[config.mk]
export PLATFORM = sky130hd
export DESIGN_NAME = ahbl_req_adapter_flat
export DESIGN_NICKNAME = d
export VERILOG_FILES = /design/src/rtl/ahbl_req_adapter_if.sv /design/src/rtl/ahbl_req_adapter.sv /design/src/flat_wrapper.sv
export SDC_FILE = /design/constraint.sdc
export NUM_CORES = 1
export LEC_CHECK = 0
export CAP_MARGIN = 5
export CORE_MARGIN = 1
export CORE_UTILIZATION = 45
export DETAILED_ROUTE_END_ITERATION = 16
export PLACE_DENSITY = 0.92
export RECOVER_POWER = 100
export SYNTH_ARGS = -nofsm -noshare
export SYNTH_HDL_FRONTEND = slang
export SYNTH_SLANG_ARGS = --single-unit
export TNS_END_PERCENT = 100
[constraint.sdc]
create_clock -name clk -period 3 [get_ports clk]
set_input_delay 0.45 -clock clk [delete_from_list [all_inputs] [get_ports clk]]
set_output_delay 0.45 -clock clk [all_outputs]
set_load 0.03 [all_outputs]
[src/rtl/ahbl_req_adapter_if.sv]
// Request/response stream and AHB-Lite master bus bundle for ahbl_req_adapter.
// The master modport is the adapter side; slave is the upstream client plus AHB slave side.
interface ahbl_req_adapter_if #(
  parameter int W_ADDR = 32,
  parameter int W_DATA = 32
);
  logic              req_valid;
  logic              req_ready;
  logic [W_ADDR-1:0] req_addr;
  logic              req_write;
  logic [2:0]        req_size;
  logic [W_DATA-1:0] req_wdata;
  logic              resp_valid;
  logic              resp_err;
  logic [W_DATA-1:0] resp_rdata;
  logic              ahbl_hready;
  logic              ahbl_hresp;
  logic [W_ADDR-1:0] ahbl_haddr;
  logic [1:0]        ahbl_htrans;
  logic              ahbl_hwrite;
  logic [2:0]        ahbl_hsize;
  logic [2:0]        ahbl_hburst;
  logic [3:0]        ahbl_hprot;
  logic              ahbl_hmastlock;
  logic [W_DATA-1:0] ahbl_hwdata;
  logic [W_DATA-1:0] ahbl_hrdata;

  modport master (
    input  req_valid, req_addr, req_write, req_size, req_wdata,
    output req_ready, resp_valid, resp_err, resp_rdata,
    input  ahbl_hready, ahbl_hresp, ahbl_hrdata,
    output ahbl_haddr, ahbl_htrans, ahbl_hwrite, ahbl_hsize, ahbl_hburst,
           ahbl_hprot, ahbl_hmastlock, ahbl_hwdata
  );

  modport slave (
    output req_valid, req_addr, req_write, req_size, req_wdata,
    input  req_ready, resp_valid, resp_err, resp_rdata,
    output ahbl_hready, ahbl_hresp, ahbl_hrdata,
    input  ahbl_haddr, ahbl_htrans, ahbl_hwrite, ahbl_hsize, ahbl_hburst,
           ahbl_hprot, ahbl_hmastlock, ahbl_hwdata
  );
endinterface

[src/rtl/ahbl_req_adapter.sv]
// Valid/ready request stream to pipelined AHB-Lite SINGLE NSEQ master.
// Two slots: address phase (aph) and data phase (dph); all bus outputs come from them.
module ahbl_req_adapter #(
  parameter int         W_ADDR = 32,
  parameter int         W_DATA = 32,
  parameter logic [3:0] HPROT  = 4'b0011
) (
  input logic                clk,
  input logic                rst_n,
  ahbl_req_adapter_if.master bus
);
  localparam logic [1:0]  HTRANS_IDLE = 2'b00;
  localparam logic [1:0]  HTRANS_NSEQ = 2'b10;
  localparam logic [31:0] W_DATA_U    = W_DATA;

  typedef struct packed {
    logic              vld;
    logic              fault;
    logic              write;
    logic [W_ADDR-1:0] addr;
    logic [2:0]        size;
    logic [W_DATA-1:0] wdata;
  } slot_t;

  slot_t aph, dph, req_slot;
  logic  accept, misalign, too_big;
  logic [W_ADDR-1:0] align_mask;

  assign bus.req_ready = !aph.vld || bus.ahbl_hready;
  assign accept        = bus.req_valid && bus.req_ready;

  // Faulted requests still take a slot so responses stay in order; they just never hit the bus.
  assign align_mask = (W_ADDR'(1) << bus.req_size) - W_ADDR'(1);
  assign misalign   = |(bus.req_addr & align_mask);
  assign too_big    = (32'd8 << bus.req_size) > W_DATA_U;

  always_comb begin
    req_slot       = '0;
    req_slot.vld   = 1'b1;
    req_slot.fault = misalign || too_big;
    req_slot.write = bus.req_write;
    req_slot.addr  = bus.req_addr;
    req_slot.size  = bus.req_size;
    req_slot.wdata = bus.req_wdata;
  end

  // With hready low the pipe holds, except that an empty address slot may still be filled:
  // IDLE -> NSEQ during a wait state is legal, and it then holds until hready.
  always_ff @(posedge clk or negedge rst_n) begin
    if (!rst_n) begin
      aph <= '0;
      dph <= '0;
    end else if (bus.ahbl_hready) begin
      dph <= aph;
      aph <= accept ? req_slot : '0;
    end else if (!aph.vld && accept) begin
      aph <= req_slot;
    end
  end

  assign bus.ahbl_htrans    = (aph.vld && !aph.fault) ? HTRANS_NSEQ : HTRANS_IDLE;
  assign bus.ahbl_haddr     = aph.addr;
  assign bus.ahbl_hwrite    = aph.write;
  assign bus.ahbl_hsize     = aph.size;
  assign bus.ahbl_hburst    = 3'b000;
  assign bus.ahbl_hprot     = HPROT;
  assign bus.ahbl_hmastlock = 1'b0;
  assign bus.ahbl_hwdata    = (dph.vld && dph.write && !dph.fault) ? dph.wdata : '0;

  assign bus.resp_valid = dph.vld && bus.ahbl_hready;
  assign bus.resp_err   = dph.fault || bus.ahbl_hresp;
  assign bus.resp_rdata = (dph.vld && !dph.write && !dph.fault) ? bus.ahbl_hrdata : '0;
endmodule
[src/flat_wrapper.sv]
// flat-port wrapper written by rule: the top's interface ports become plain ports
module ahbl_req_adapter_flat 
#(
  parameter int         W_ADDR = 32,
  parameter int         W_DATA = 32,
  parameter logic [3:0] HPROT  = 4'b0011
)
  (clk, rst_n, bus_req_valid, bus_req_addr, bus_req_write, bus_req_size, bus_req_wdata, bus_req_ready, bus_resp_valid, bus_resp_err, bus_resp_rdata, bus_ahbl_hready, bus_ahbl_hresp, bus_ahbl_hrdata, bus_ahbl_haddr, bus_ahbl_htrans, bus_ahbl_hwrite, bus_ahbl_hsize, bus_ahbl_hburst, bus_ahbl_hprot, bus_ahbl_hmastlock, bus_ahbl_hwdata);
  ahbl_req_adapter_if #(.W_ADDR(W_ADDR), .W_DATA(W_DATA)) bus_i ();
  input logic clk;
  input logic rst_n;
  input wire logic [$bits(bus_i.req_valid)-1:0] bus_req_valid;
  input wire logic [$bits(bus_i.req_addr)-1:0] bus_req_addr;
  input wire logic [$bits(bus_i.req_write)-1:0] bus_req_write;
  input wire logic [$bits(bus_i.req_size)-1:0] bus_req_size;
  input wire logic [$bits(bus_i.req_wdata)-1:0] bus_req_wdata;
  output wire logic [$bits(bus_i.req_ready)-1:0] bus_req_ready;
  output wire logic [$bits(bus_i.resp_valid)-1:0] bus_resp_valid;
  output wire logic [$bits(bus_i.resp_err)-1:0] bus_resp_err;
  output wire logic [$bits(bus_i.resp_rdata)-1:0] bus_resp_rdata;
  input wire logic [$bits(bus_i.ahbl_hready)-1:0] bus_ahbl_hready;
  input wire logic [$bits(bus_i.ahbl_hresp)-1:0] bus_ahbl_hresp;
  input wire logic [$bits(bus_i.ahbl_hrdata)-1:0] bus_ahbl_hrdata;
  output wire logic [$bits(bus_i.ahbl_haddr)-1:0] bus_ahbl_haddr;
  output wire logic [$bits(bus_i.ahbl_htrans)-1:0] bus_ahbl_htrans;
  output wire logic [$bits(bus_i.ahbl_hwrite)-1:0] bus_ahbl_hwrite;
  output wire logic [$bits(bus_i.ahbl_hsize)-1:0] bus_ahbl_hsize;
  output wire logic [$bits(bus_i.ahbl_hburst)-1:0] bus_ahbl_hburst;
  output wire logic [$bits(bus_i.ahbl_hprot)-1:0] bus_ahbl_hprot;
  output wire logic [$bits(bus_i.ahbl_hmastlock)-1:0] bus_ahbl_hmastlock;
  output wire logic [$bits(bus_i.ahbl_hwdata)-1:0] bus_ahbl_hwdata;
  assign bus_i.req_valid = bus_req_valid;
  assign bus_i.req_addr = bus_req_addr;
  assign bus_i.req_write = bus_req_write;
  assign bus_i.req_size = bus_req_size;
  assign bus_i.req_wdata = bus_req_wdata;
  assign bus_req_ready = bus_i.req_ready;
  assign bus_resp_valid = bus_i.resp_valid;
  assign bus_resp_err = bus_i.resp_err;
  assign bus_resp_rdata = bus_i.resp_rdata;
  assign bus_i.ahbl_hready = bus_ahbl_hready;
  assign bus_i.ahbl_hresp = bus_ahbl_hresp;
  assign bus_i.ahbl_hrdata = bus_ahbl_hrdata;
  assign bus_ahbl_haddr = bus_i.ahbl_haddr;
  assign bus_ahbl_htrans = bus_i.ahbl_htrans;
  assign bus_ahbl_hwrite = bus_i.ahbl_hwrite;
  assign bus_ahbl_hsize = bus_i.ahbl_hsize;
  assign bus_ahbl_hburst = bus_i.ahbl_hburst;
  assign bus_ahbl_hprot = bus_i.ahbl_hprot;
  assign bus_ahbl_hmastlock = bus_i.ahbl_hmastlock;
  assign bus_ahbl_hwdata = bus_i.ahbl_hwdata;
  ahbl_req_adapter #(.W_ADDR(W_ADDR), .W_DATA(W_DATA), .HPROT(HPROT)) u_core (.clk(clk), .rst_n(rst_n), .bus(bus_i));
endmodule
==> summary by stage, run 1 <==
Yosys
Counting instances in the post-synthesis netlist gives the leading cell types as 105 x sky130_fd_sc_hd__dfrtp_1, 68 x sky130_fd_sc_hd__a22o_1, 65 x sky130_fd_sc_hd__and2_1. The cell area that synthesis handed to floorplanning was 0.00465 sq mm. After synthesis, the cell types taking the most area are sky130_fd_sc_hd__dfrtp_1 56%, sky130_fd_sc_hd__a22o_1 13%, sky130_fd_sc_hd__and2_1 8.7%. The fraction of synthesis flops using an asynchronous set or reset pin is 100%. The top flip-flop cell by instance count after synthesis is sky130_fd_sc_hd__dfrtp_1. In this run the mean area of a mapped cell was 12.7 sq um.

The sequential area share after synthesis is between 50% and 60%. The synthesized netlist contains 27 unique library cells. sky130_fd_sc_hd__dfrtp_1 is the most common cell in the netlist. Counting flops and latches in the post-synthesis netlist gives 105.

The number of cells produced by synthesis is 365. The largest total area in the synthesized netlist belongs to sky130_fd_sc_hd__dfrtp_1. The number of warning messages in the yosys log is 0.

The share of Yosys cell area claimed by the top area cell type is between 50 and 60%. Yosys mapped a number of flops with a built-in enable equal to 0.

Power
The power density of the placed cells is approximately 500 mW/mm^2. The maximum vdd ir drop is 0.000283 V. In this run the static leakage power is 3.24 nW.

CTS
The clock input transition at the sequential cells of the worst setup and hold paths is 0.10 ns. Counting every sink on the clock net gives 105. For the worst-skew pair, the clock arrives at the later sink with an insertion delay of 0.37 ns. The number of buffers added by the clock tree synthesis step is 9. The depth of the CTS H-tree is 3. The number of setup buffers added after CTS is 0. The number of hold buffers added after CTS is 0.

The TritonCTS clock tree is done. After clock tree synthesis, the repair step resized 0 gates. No sink is reached through more buffers than the 2 on the longest clock path. Clock tree synthesis selected as its root buffer the cell sky130_fd_sc_hd__clkbuf_8.

GRT
The first-pass GRT wire length is 19.5 mm. The via count of the first global-routing pass was 3575. The initial antenna violation count came to 0. For this run the aggregate overflow at the end of global routing stands at 0. In the global route stage, overall resource usage came out at 23.7%. The pin count of the biggest net entering global routing is 69.

Drt
In the final routed layout, each cell accounts on average for ~18 um. The first detailed-routing pass took 4 iterations. The final routed wirelength across all metal layers is 12.1 mm.

The detailed router finished its first iteration with 152 violations. The number of antenna-violating nets in the routed design is 0. Dividing the detail-routed via count by the number of cells gives 5.10. After detailed routing, the number of remaining DRC violations is 0. The number of vias in the routed layout is 3400.

Critical path
The startpoint identified for the worst register-to-register timing path is u_core.aph[69]. For the worst setup path, the data arrival time is 2.28 ns. The worst setup path is launched from a flip-flop. The most critical setup path has its startpoint at u_core.dph[68]. The largest driver fanout on the critical path is 24.

The nature of the critical path endpoint is an output pin. STA puts the critical path data required time at 2.55 ns. By startpoint and endpoint, the worst setup path is classified as reg2out.

STA
At the pin with the least slew margin, the transition time is 2.07 ns. The number of failing setup endpoints in the final timing report is 0. The clock period could shrink to 2.73 ns. For the final routed database, the setup TNS stands at 0 ns. Setup repair after global routing left no endpoint under its margin. The final setup skew is about 0.009 ns.

The highest clock rate is 366 MHz. The number of max-slew violations in the final report is 36. Dividing the final minimum period by the clock period gives about nine tenths. In this run the tightest slew margin relative to its limit is -37.8%. The number of hold-slack violations in the final timing report is 0.

Final layout
Fill cells in the final layout number 722. The synthesis-to-finish area growth is 44.6%. The sequential standard cell area is 0.00263 sq mm. The final-stage net count is between 600 and 700. The area occupied by multi-input gates is 0.00158 sq mm.

After routing the design area is 0.00672 sq mm. The number of antenna diodes in the final layout is 0. In the final layout, the share of cells above drive strength 1 is 5.81%.

Place
The post-DP HPWL is 8.68 mm. The count of buffers inserted at the top-level ports is between 200 and 250. The congestion estimate from routability-driven global placement came to 0.853. The placed instances occupy a cell area of 0.00656 sq mm.

Status
The checks that failed: capacitance limit, slew limit. The flow ran to the end, but the final reports show violations.

Die
The core outline area is roughly 0.0099 sq mm. 218 I/O pins were placed. For this configuration, the core starts out at a cell density of between 40% and 50%. The standard-cell row count is 36. The horizontal die dimension is 104 um. The overall die area is 0.0107 sq mm.

Measured along the y axis, the die boundary spans 104 um.

Hold path
The tightest min-delay check is of the in2async type.

Flow run
The number of maximum-capacitance violations is 1.
area by class of cell:
cell class / instances / share of cell area [%]
flip-flops and latches: 105 / 39.1
repair buffers: 214 / 31.9
multi-input cells: 196 / 23.4
well taps: 133 / 2.48
clock buffers: 11 / 1.95
clock inverters: 5 / 0.949
inverters: 3 / 0.168
registers in the layout, summed over array words and instances, names as in the netlist:
name / flops
u_core.bus.ahbl_haddr: 32
u_core.bus.ahbl_hwrite: 1
u_core.aph: 34
u_core.bus.ahbl_hsize: 3
u_core.dph: 35
power breakdown:
group          total, mW  leakage [nW]  internal, mW  switching (mW)
Clock              0.872        0.0941         0.393           0.479
Sequential          1.64          1.34          1.56          0.0839
Combinational      0.905          1.80         0.417           0.488
critical path, cell delays in order, from the launching register on:
cell                            delay [ns]
sky130_fd_sc_hd__dfrtp_1              0.41
sky130_fd_sc_hd__and3b_1              0.40
sky130_fd_sc_hd__buf_12               0.19
sky130_fd_sc_hd__and2_1               0.15
sky130_fd_sc_hd__dlygate4sd3_1        0.77
per-layer routing:
layer  up-vias  share of wire (%)  GRT usage [%]
met5         -                  0              0
met4         0                1.9           7.65
met3        18                6.8           7.55
met2       163                 52           40.8
met1      1668                 40           28.1
li1       1551                  -              -
final timing paths:
path | end | slack, ns | cells after the start
worst max-delay path | bus_ahbl_hwdata[28] | 0.27 | 4
worst min-delay path | u_core.bus.ahbl_haddr[11] | 0.36 | 1
worst max register to register | u_core.aph[22] | 1.00 | 2
worst min register to register | u_core.dph[12] | 0.49 | 1
max in group asynchronous | u_core.aph[13] | 0.80 | 2
min in group clk | u_core.dph[12] | 0.49 | 1
layout by cell type, fill, tap and decap left out:
| cell type | instances |
|---|---|
| sky130_fd_sc_hd__inv_6 | 1 |
| sky130_fd_sc_hd__clkinv_4 | 2 |
| sky130_fd_sc_hd__bufinv_16 | 1 |
| sky130_fd_sc_hd__nand4_1 | 1 |
| sky130_fd_sc_hd__clkdlybuf4s50_1 | 101 |
| sky130_fd_sc_hd__buf_4 | 1 |
| sky130_fd_sc_hd__nor3b_2 | 1 |
| sky130_fd_sc_hd__nor2b_1 | 1 |
| sky130_fd_sc_hd__clkbuf_1 | 4 |
| sky130_fd_sc_hd__a21oi_4 | 1 |
| sky130_fd_sc_hd__mux2_1 | 29 |
| sky130_fd_sc_hd__and3_1 | 1 |
| sky130_fd_sc_hd__mux2_2 | 6 |
| sky130_fd_sc_hd__o211ai_1 | 2 |
| sky130_fd_sc_hd__dfrtp_1 | 105 |
| sky130_fd_sc_hd__dlygate4sd3_1 | 105 |
| sky130_fd_sc_hd__nand2_1 | 2 |
| sky130_fd_sc_hd__clkinvlp_4 | 1 |
| sky130_fd_sc_hd__or2_2 | 1 |
| sky130_fd_sc_hd__and4b_1 | 1 |
| sky130_fd_sc_hd__and2_1 | 65 |
| sky130_fd_sc_hd__inv_2 | 1 |
| sky130_fd_sc_hd__or3_1 | 1 |
| sky130_fd_sc_hd__buf_12 | 3 |
| sky130_fd_sc_hd__nand2b_1 | 2 |
| sky130_fd_sc_hd__and3b_1 | 1 |
| sky130_fd_sc_hd__a22o_1 | 68 |
| sky130_fd_sc_hd__inv_1 | 2 |
| sky130_fd_sc_hd__clkbuf_2 | 2 |
| sky130_fd_sc_hd__o21a_2 | 1 |
| sky130_fd_sc_hd__conb_1 | 9 |
| sky130_fd_sc_hd__ha_1 | 1 |
| sky130_fd_sc_hd__clkbuf_8 | 9 |
| sky130_fd_sc_hd__o21ai_0 | 2 |
metrics by stage:
step | std cells | hold WS, ns | setup slack, ns | util [%] | power [mW]
finish | 667 | 0.359 | 0.270 | 67.8 | 3.42
global route | 667 | 0.471 | 0.129 | 67.8 | 3.58
CTS | 667 | 0.137 | 0.313 | 68.1 | 3.50
detailed placement | 651 | 0.467 | 0.726 | 66.2 | 2.63
global placement | 651 | 0.460 | 0.726 | 66.2 | 2.60
floorplan | 372 | 0.154 | 1.39 | - | 2.22
logic make-up (layout without fill, tap and decap cells):
logic type | after synthesis | after routing | share of synthesized area [%]
AO/OA/AOI/OAI | 74 | 74 | 13.9
AND/OR/NAND/NOR | 77 | 77 | 10.5
other | 2 | 9 | 0.161
flip-flops | 105 | 105 | 56.5
buffers and inverters | 71 | 233 | 10.2
adder cells (fa/ha/maj) | 1 | 1 | 0.269
multiplexers | 35 | 35 | 8.47
No activity file was read; power rests on OpenSTA's default activity.
==> run 2, diff against run 1 <==
--- a/config.mk
+++ b/config.mk
@@ -6,10 +6,12 @@
 export NUM_CORES = 1
 export LEC_CHECK = 0
 export CAP_MARGIN = 5
+export CELL_PAD_IN_SITES_DETAIL_PLACEMENT = 2
+export CELL_PAD_IN_SITES_GLOBAL_PLACEMENT = 2
 export CORE_MARGIN = 1
-export CORE_UTILIZATION = 45
+export CORE_UTILIZATION = 27
 export DETAILED_ROUTE_END_ITERATION = 16
-export PLACE_DENSITY = 0.92
+export PLACE_DENSITY = 0.9
 export RECOVER_POWER = 100
 export SYNTH_ARGS = -nofsm -noshare
 export SYNTH_HDL_FRONTEND = slang
==> summary by stage, run 2 (synthesis results as in run 1) <==
Status
Result of the run: complete, but fails checks (unchanged). Failing checks: capacitance limit, slew limit (unchanged).

Place
The count of placed standard cells including taps is 739 (was 651). The cell area after placement is 0.00664 sq mm (was 0.00656 sq mm). The post-DP HPWL is 10.4 mm (was 8.68 mm). The setup slack at placement came to 0.689 ns (was 0.726 ns).

The global placer's final weighted congestion came to 0.724 (was 0.853). The count of buffers inserted at the top-level ports is 208 (unchanged).

STA
The setup slack of the critical path after layout is 0.313 ns (was 0.270 ns). The portion of the clock cycle consumed by the worst path in the final layout was 89.6% (was 91.0%). The highest clock rate is 372 MHz (was 366 MHz).

The number of hold-slack violations in the final timing report is 0 (unchanged). The worst slew margin relative to its limit is -0.722% (was -37.8%). The slew at the pin with the worst max-slew slack came to 1.51 ns (was 2.07 ns).

Setup repair after global routing missed its margin: false (unchanged). The setup TNS is 0 ns (unchanged). The final setup skew is 0.00598 ns (was 0.00913 ns).

The number of max-slew violations in the final report came to 25 (was 36). The number of failing setup endpoints in the final timing report was 0 (unchanged). The final critical path time including I/O delays and setup is 2.69 ns (was 2.73 ns).

Power
The switching share of total power came to 28.3% (was 30.7%). The switching component of the power was 1.11 mW (was 1.05 mW). The sequential power share is 41.9% (was 48.1%).

The clock share of power was 35.0% (was 25.5%). The maximum vdd ir drop is 0.000294 V (was 0.000283 V). The internal power contribution was 2.81 mW (was 2.37 mW). The combinational power share was 23.0% (was 26.5%).

The power density of the placed cells is 565 mW/mm^2 (was 509 mW/mm^2). The cell leakage power came to 3.30 nW (was 3.24 nW).

Final layout
The fraction of layout cells with a size suffix above 1 is 5.98% (was 5.81%). The final cell area excluding filler cells came to 0.00695 sq mm (was 0.00672 sq mm). Leaving out fill and tap cells, the most frequent cell in the layout is sky130_fd_sc_hd__dfrtp_1. The final-stage net count came to 636 (was 635). Most used cells in the layout excluding fill and tap cells: 105 x sky130_fd_sc_hd__dfrtp_1, 103 x sky130_fd_sc_hd__clkdlybuf4s50_1, 103 x sky130_fd_sc_hd__dlygate4sd3_1 (was 105 x sky130_fd_sc_hd__dlygate4sd3_1, 105 x sky130_fd_sc_hd__dfrtp_1, 101 x sky130_fd_sc_hd__clkdlybuf4s50_1).

The antenna cell count came to 0 (unchanged). The register bank with the most flops is u_core.dph (unchanged). The flip-flop count of the largest register after layout is 35 (unchanged). The synthesis-to-finish area growth is 49.5% (was 44.6%). The final instance count without filler cells is 755 (was 667).

Drt
The final routed wirelength across all metal layers is 14.2 mm (was 12.1 mm). The residual DRC count is 0 (unchanged). The initial detailed-routing violation count is 78 (was 152). The number of antenna-violating nets in the routed design is 0 (unchanged). The number of vias per cell was 4.57 (was 5.10).

The number of vias in the routed layout came to 3449 (was 3400). The number of detailed-route iterations in the first pass was 6 (was 4). The routed wire length per instance is 18.8 um (was 18.1 um).

Critical path
The worst path arrival time came to 2.24 ns (was 2.28 ns). The count of buffer and inverter cells on the critical path is 2 (unchanged). The cell with the largest stage delay on the worst path is sky130_fd_sc_hd__dlygate4sd3_1 (unchanged).

List of cells traversed by the critical path: nor3b_2 > buf_4 > and2_1 > dlygate4sd3_1 (was and3b_1 > buf_12 > and2_1 > dlygate4sd3_1). The reg2reg setup slack is 0.87 ns (was 1.00 ns). The delay contributed by the slowest stage of the critical path is 0.76 ns (was 0.77 ns). The largest driver fanout on the critical path is 32 (was 24). The cell depth of the worst flop-to-flop path is 3 (was 2). The nature of the critical path endpoint is an output pin (unchanged). The category of the worst setup path launch point is a flip-flop (unchanged). The critical path depth in cells is 4 (unchanged). The data required time of the worst path is 2.55 ns (about the same). The origin of the critical flop-to-flop path is u_core.aph[69] (unchanged). The type of the worst setup path is reg2out (unchanged). The kind of cell with the highest combined delay on the critical path is buffers and inverters (unchanged). The end of the worst register-to-register path is u_core.bus.ahbl_haddr[18] (was u_core.aph[22]).

CTS
The clock latency reported for the late side of the worst-skew pair came to 0.34 ns (was 0.37 ns). The number of buffers added by the clock tree synthesis step came to 9 (unchanged). The root buffer cell is sky130_fd_sc_hd__clkbuf_16 (was sky130_fd_sc_hd__clkbuf_8). The depth of the CTS H-tree is 3 (unchanged). The clock input transition at the sequential cells of the worst setup and hold paths was 0.07 ns (was 0.10 ns).

The number of instances resized during post-cts repair is 0 (unchanged). The TritonCTS clock tree is done (unchanged). The maximum number of buffers from clock root to sink was 2 (unchanged). The number of clock sinks is 105 (unchanged).

The number of setup buffers added after CTS came to 0 (unchanged). The number of hold buffers added after CTS came to 0 (unchanged).

Die
The height of the chip is 133 um (was 104 um). The initial core utilization is 27.8% (was 46.9%). The horizontal die dimension is 133 um (was 104 um). The standard-cell row count is 47 (was 36). The I/O pin count came to 218 (unchanged). The overall die area was 0.0178 sq mm (was 0.0107 sq mm). The core outline area is 0.0167 sq mm (was 0.00991 sq mm).

GRT
The initial antenna violation count came to 0 (unchanged). The aggregate global routing overflow is 0 (unchanged). The global router's overall resource usage is 16.5% (was 23.7%). The first-pass GRT wire length is 22.6 mm (was 19.5 mm).

The via count of the first global-routing pass came to 3956 (was 3575). The pin count of the biggest net entering global routing is 69 (unchanged).

Flow run
The number of maximum-capacitance violations is 1 (unchanged).

Hold path
The class of the tightest hold or removal check is in2async (unchanged).
[run 2: cell types whose count changed in the layout (fill, tap and decap cells not counted), sizes merged]
cell           previous run  this run
buf                       4         3
clkbuf                   15        16
clkdlybuf4s50           101       103
dlygate4sd3             105       103
inv                       4         3
bufinv                    1         3
[run 2: worst max path at each step]
stage,from,to,slack [ns]
after floorplan,bus_ahbl_hready,bus_resp_valid,1.39
after global placement,bus_ahbl_hrdata[29],bus_resp_rdata[29],0.71
after detailed placement,u_core.dph[68],bus_resp_rdata[29],0.69
after CTS,u_core.dph[68],bus_ahbl_hwdata[26],0.30
after global routing,bus_ahbl_hready,u_core.bus.ahbl_haddr[18],0.16
final,u_core.dph[68],bus_resp_rdata[29],0.31
[run 2: cell type report]
type | count | area, sq um
fillers | 1699 | 9750
inverters | 3 | 11.3
multi-input cells | 196 | 1570
repair buffers | 215 | 2110
flip-flops and latches | 105 | 2630
clock buffers | 10 | 239
clock inverters | 6 | 115
well taps | 220 | 275
[run 2: layer usage]
layer / vias to the layer above / GRT usage, % / share of wire [%]
li1: 1544 / - / -
met1: 1738 / 18.7 / 39
met2: 156 / 30.0 / 52
met3: 11 / 4.41 / 7.5
met4: 0 / 4.92 / 1.1
met5: - / 0 / 0
[run 2: stage by stage]
step                      util, %  power, mW  hold slack, ns
after floorplan                 -       2.22           0.154
after global placement       39.7       2.60           0.460
after detailed placement     39.7       2.65           0.468
after CTS                    41.8       4.06           0.172
after global routing         41.6       4.11           0.498
final                        41.6       3.92           0.426
[run 2: power by group through the flow]
stage	Combinational [mW]	Sequential, mW	Clock, mW
final	0.904	1.65	1.38
after global routing	0.968	1.67	1.48
after CTS	0.974	1.65	1.43
after detailed placement	0.971	1.68	0
after global placement	0.937	1.66	0
after floorplan	0.575	1.64	0
[run 2: worst reg2reg max path, cell delays in order, from the launching register on]
cell                       delay (ns)
sky130_fd_sc_hd__dfrtp_1         0.46
sky130_fd_sc_hd__a21oi_1         0.64
sky130_fd_sc_hd__clkbuf_4        0.68
sky130_fd_sc_hd__a22o_1          0.29
==> run 3, diff against run 2 <==
--- a/config.mk
+++ b/config.mk
@@ -6,12 +6,12 @@
 export NUM_CORES = 1
 export LEC_CHECK = 0
 export CAP_MARGIN = 5
-export CELL_PAD_IN_SITES_DETAIL_PLACEMENT = 2
-export CELL_PAD_IN_SITES_GLOBAL_PLACEMENT = 2
+export CELL_PAD_IN_SITES_DETAIL_PLACEMENT = 1
+export CELL_PAD_IN_SITES_GLOBAL_PLACEMENT = 1
 export CORE_MARGIN = 1
-export CORE_UTILIZATION = 27
+export CORE_UTILIZATION = 34
 export DETAILED_ROUTE_END_ITERATION = 16
-export PLACE_DENSITY = 0.9
+export PLACE_DENSITY = 0.91
 export RECOVER_POWER = 100
 export SYNTH_ARGS = -nofsm -noshare
 export SYNTH_HDL_FRONTEND = slang
==> summary by stage, run 3 (synthesis results as in run 1) <==
Status
Result of the run: complete, no violations (was complete, but fails checks).

STA
The number of max-slew violations in the final report is 0 (was 25). The number of hold-slack violations in the final timing report is 0 (unchanged). The worst slew margin relative to its limit came to 2.80% (was -0.722%). The setup TNS is 0 ns (unchanged). Setup repair after global routing missed its margin: false (unchanged). The final setup skew is 0.00996 ns (was 0.00598 ns). The final critical path time including I/O delays and setup is 2.78 ns (was 2.69 ns). The highest clock rate is 360 MHz (was 372 MHz).

The slew at the pin with the worst max-slew slack is 1.46 ns (was 1.51 ns). The number of failing setup endpoints in the final timing report is 0 (unchanged). The setup slack of the critical path after layout came to 0.221 ns (was 0.313 ns).

The portion of the clock cycle consumed by the worst path in the final layout is 92.6% (was 89.6%).

GRT
The initial antenna violation count is 0 (unchanged). The pin count of the biggest net entering global routing was 69 (unchanged). The first-pass GRT wire length is 21.6 mm (was 22.6 mm). The via count of the first global-routing pass is 3925 (was 3956).

The global router's overall resource usage is 20.2% (was 16.5%). The aggregate global routing overflow came to 0 (unchanged).

Drt
The number of antenna-violating nets in the routed design is 0 (unchanged). The number of vias in the routed layout came to 3420 (was 3449). The number of vias per cell is 4.81 (was 4.57). The initial detailed-routing violation count is 94 (was 78). The residual DRC count is 0 (unchanged).

The number of detailed-route iterations in the first pass came to 4 (was 6). The routed wire length per instance is 18.9 um (was 18.8 um). The final routed wirelength across all metal layers was 13.4 mm (was 14.2 mm).

Critical path
The nature of the critical path endpoint is an output pin (unchanged). The largest driver fanout on the critical path was 15 (was 32). The delay contributed by the slowest stage of the critical path is 0.75 ns (was 0.76 ns). The type of the worst setup path is reg2out (unchanged). The count of buffer and inverter cells on the critical path was 2 (unchanged). The kind of cell with the highest combined delay on the critical path is buffers and inverters (unchanged). The worst path arrival time is 2.33 ns (was 2.24 ns). The cell with the largest stage delay on the worst path is sky130_fd_sc_hd__dlygate4sd3_1 (unchanged).

List of cells traversed by the critical path: and3b_1 > buf_4 > and2_1 > dlygate4sd3_1 (was nor3b_2 > buf_4 > and2_1 > dlygate4sd3_1). The data required time of the worst path was 2.55 ns (about the same). The category of the worst setup path launch point is a flip-flop (unchanged).

CTS
The number of hold buffers added after CTS is 0 (unchanged). The number of setup buffers added after CTS was 0 (unchanged). The number of buffers added by the clock tree synthesis step came to 9 (unchanged). The TritonCTS clock tree is done (unchanged). The number of instances resized during post-cts repair is 0 (unchanged).

The clock latency reported for the late side of the worst-skew pair came to 0.35 ns (was 0.34 ns). The number of clock sinks is 105 (unchanged). The maximum number of buffers from clock root to sink came to 2 (unchanged). The clock input transition at the sequential cells of the worst setup and hold paths is 0.07 ns (about the same). The root buffer cell was sky130_fd_sc_hd__clkbuf_16 (unchanged).

The depth of the CTS H-tree was 3 (unchanged).

Final layout
The commonest non-fill, non-tap cell in the layout is sky130_fd_sc_hd__dfrtp_1 (unchanged). The synthesis-to-finish area growth is 47.4% (was 49.5%). The antenna cell count came to 0 (unchanged).

The final-stage net count is 636 (unchanged). The fraction of layout cells with a size suffix above 1 is 6.36% (was 5.98%). Most used cells in the layout excluding fill and tap cells: 105 x sky130_fd_sc_hd__dfrtp_1, 103 x sky130_fd_sc_hd__clkdlybuf4s50_1, 103 x sky130_fd_sc_hd__dlygate4sd3_1 (unchanged). The register bank with the most flops was u_core.dph (unchanged). The flip-flop count of the largest register after layout is 35 (unchanged).

Power
The clock share of power came to 32.4% (was 35.0%). The maximum vdd ir drop is 0.000318 V (was 0.000294 V). The switching share of total power is 30.1% (was 28.3%). The combinational power share came to 23.9% (was 23.0%). The switching component of the power came to 1.14 mW (was 1.11 mW). The power density of the placed cells came to 550 mW/mm^2 (was 565 mW/mm^2).

The sequential power share was 43.7% (was 41.9%). The internal power contribution is 2.64 mW (was 2.81 mW). The cell leakage power is 3.29 nW (was 3.30 nW).

Place
The global placer's final weighted congestion is 0.750 (was 0.724). The count of buffers inserted at the top-level ports is 208 (unchanged). The setup slack at placement is 0.615 ns (was 0.689 ns).

The post-DP HPWL came to 10.1 mm (was 10.4 mm).

Die
The core outline area is 0.0133 sq mm (was 0.0167 sq mm). The overall die area is 0.0142 sq mm (was 0.0178 sq mm). The standard-cell row count is 42 (was 47). The height of the chip is 119 um (was 133 um). The initial core utilization was 35.0% (was 27.8%).

The horizontal die dimension is 119 um (was 133 um). The I/O pin count came to 218 (unchanged).

Hold path
The class of the tightest hold or removal check is in2async (unchanged).

Flow run
The number of maximum-capacitance violations is 0 (was 1).
## run 3: final cells by class
class / instances / area [sq um]
inverter: 3 / 11.3
tap: 176 / 220
multi-input combinational: 196 / 1570
clock inverter: 7 / 83.8
sequential: 105 / 2630
timing repair buffer: 215 / 2120
fill: 1366 / 6440
clock buffer: 9 / 225
## run 3: layer usage
| metal | part of all wire, % | up-vias | track usage (%) |
|---|---|---|---|
| met5 | 0 | - | 0 |
| met3 | 7.2 | 19 | 5.56 |
| li1 | - | 1551 | - |
| met4 | 2.0 | 0 | 8.15 |
| met1 | 37 | 1694 | 21.1 |
| met2 | 54 | 156 | 37.8 |
## run 3: final timing paths
| path | start | to | slack [ns] | cells past startpoint |
|---|---|---|---|---|
| setup / recovery | u_core.dph[68] | bus_ahbl_hwdata[7] | 0.22 | 4 |
| hold / removal | rst_n | u_core.bus.ahbl_haddr[17] | 0.32 | 1 |
| setup reg to reg | u_core.aph[69] | u_core.aph[11] | 1.28 | 3 |
| hold reg to reg | u_core.dph[1] | u_core.dph[1] | 0.48 | 1 |
| max in group asynchronous | rst_n | u_core.dph[30] | 0.66 | 2 |
| min in group clk | u_core.dph[1] | u_core.dph[1] | 0.48 | 1 |
## run 3: power by group through the flow
| stage | combinational (mW) | clock [mW] | sequential, mW |
|---|---|---|---|
| final | 0.902 | 1.22 | 1.65 |
| after global placement | 0.935 | 0 | 1.66 |
| after detailed placement | 0.964 | 0 | 1.68 |
| after CTS | 0.968 | 1.26 | 1.65 |
| after floorplan | 0.575 | 0 | 1.64 |
| after global routing | 0.965 | 1.32 | 1.67 |
## run 3: worst register-to-register path, delay by kind of cell (launching register included)
kind                   cells  cell delay [ns]
buffers and inverters      1             0.75
AO/OA/AOI/OAI              2             0.46
flip-flops                 1             0.45
## run 3: per-stage QoR
step	instances	hold slack [ns]	utilization [%]	total power, mW	instance area, sq um
6_report	711	0.317	51.6	3.77	6850
5_1_grt	711	0.417	51.6	3.95	6850
3_5_place_dp	695	0.472	49.5	2.64	6580
2_1_floorplan	372	0.154	-	2.22	4680
3_3_place_gp	695	0.461	49.5	2.60	6580
4_1_cts	711	0.115	51.8	3.88	6890
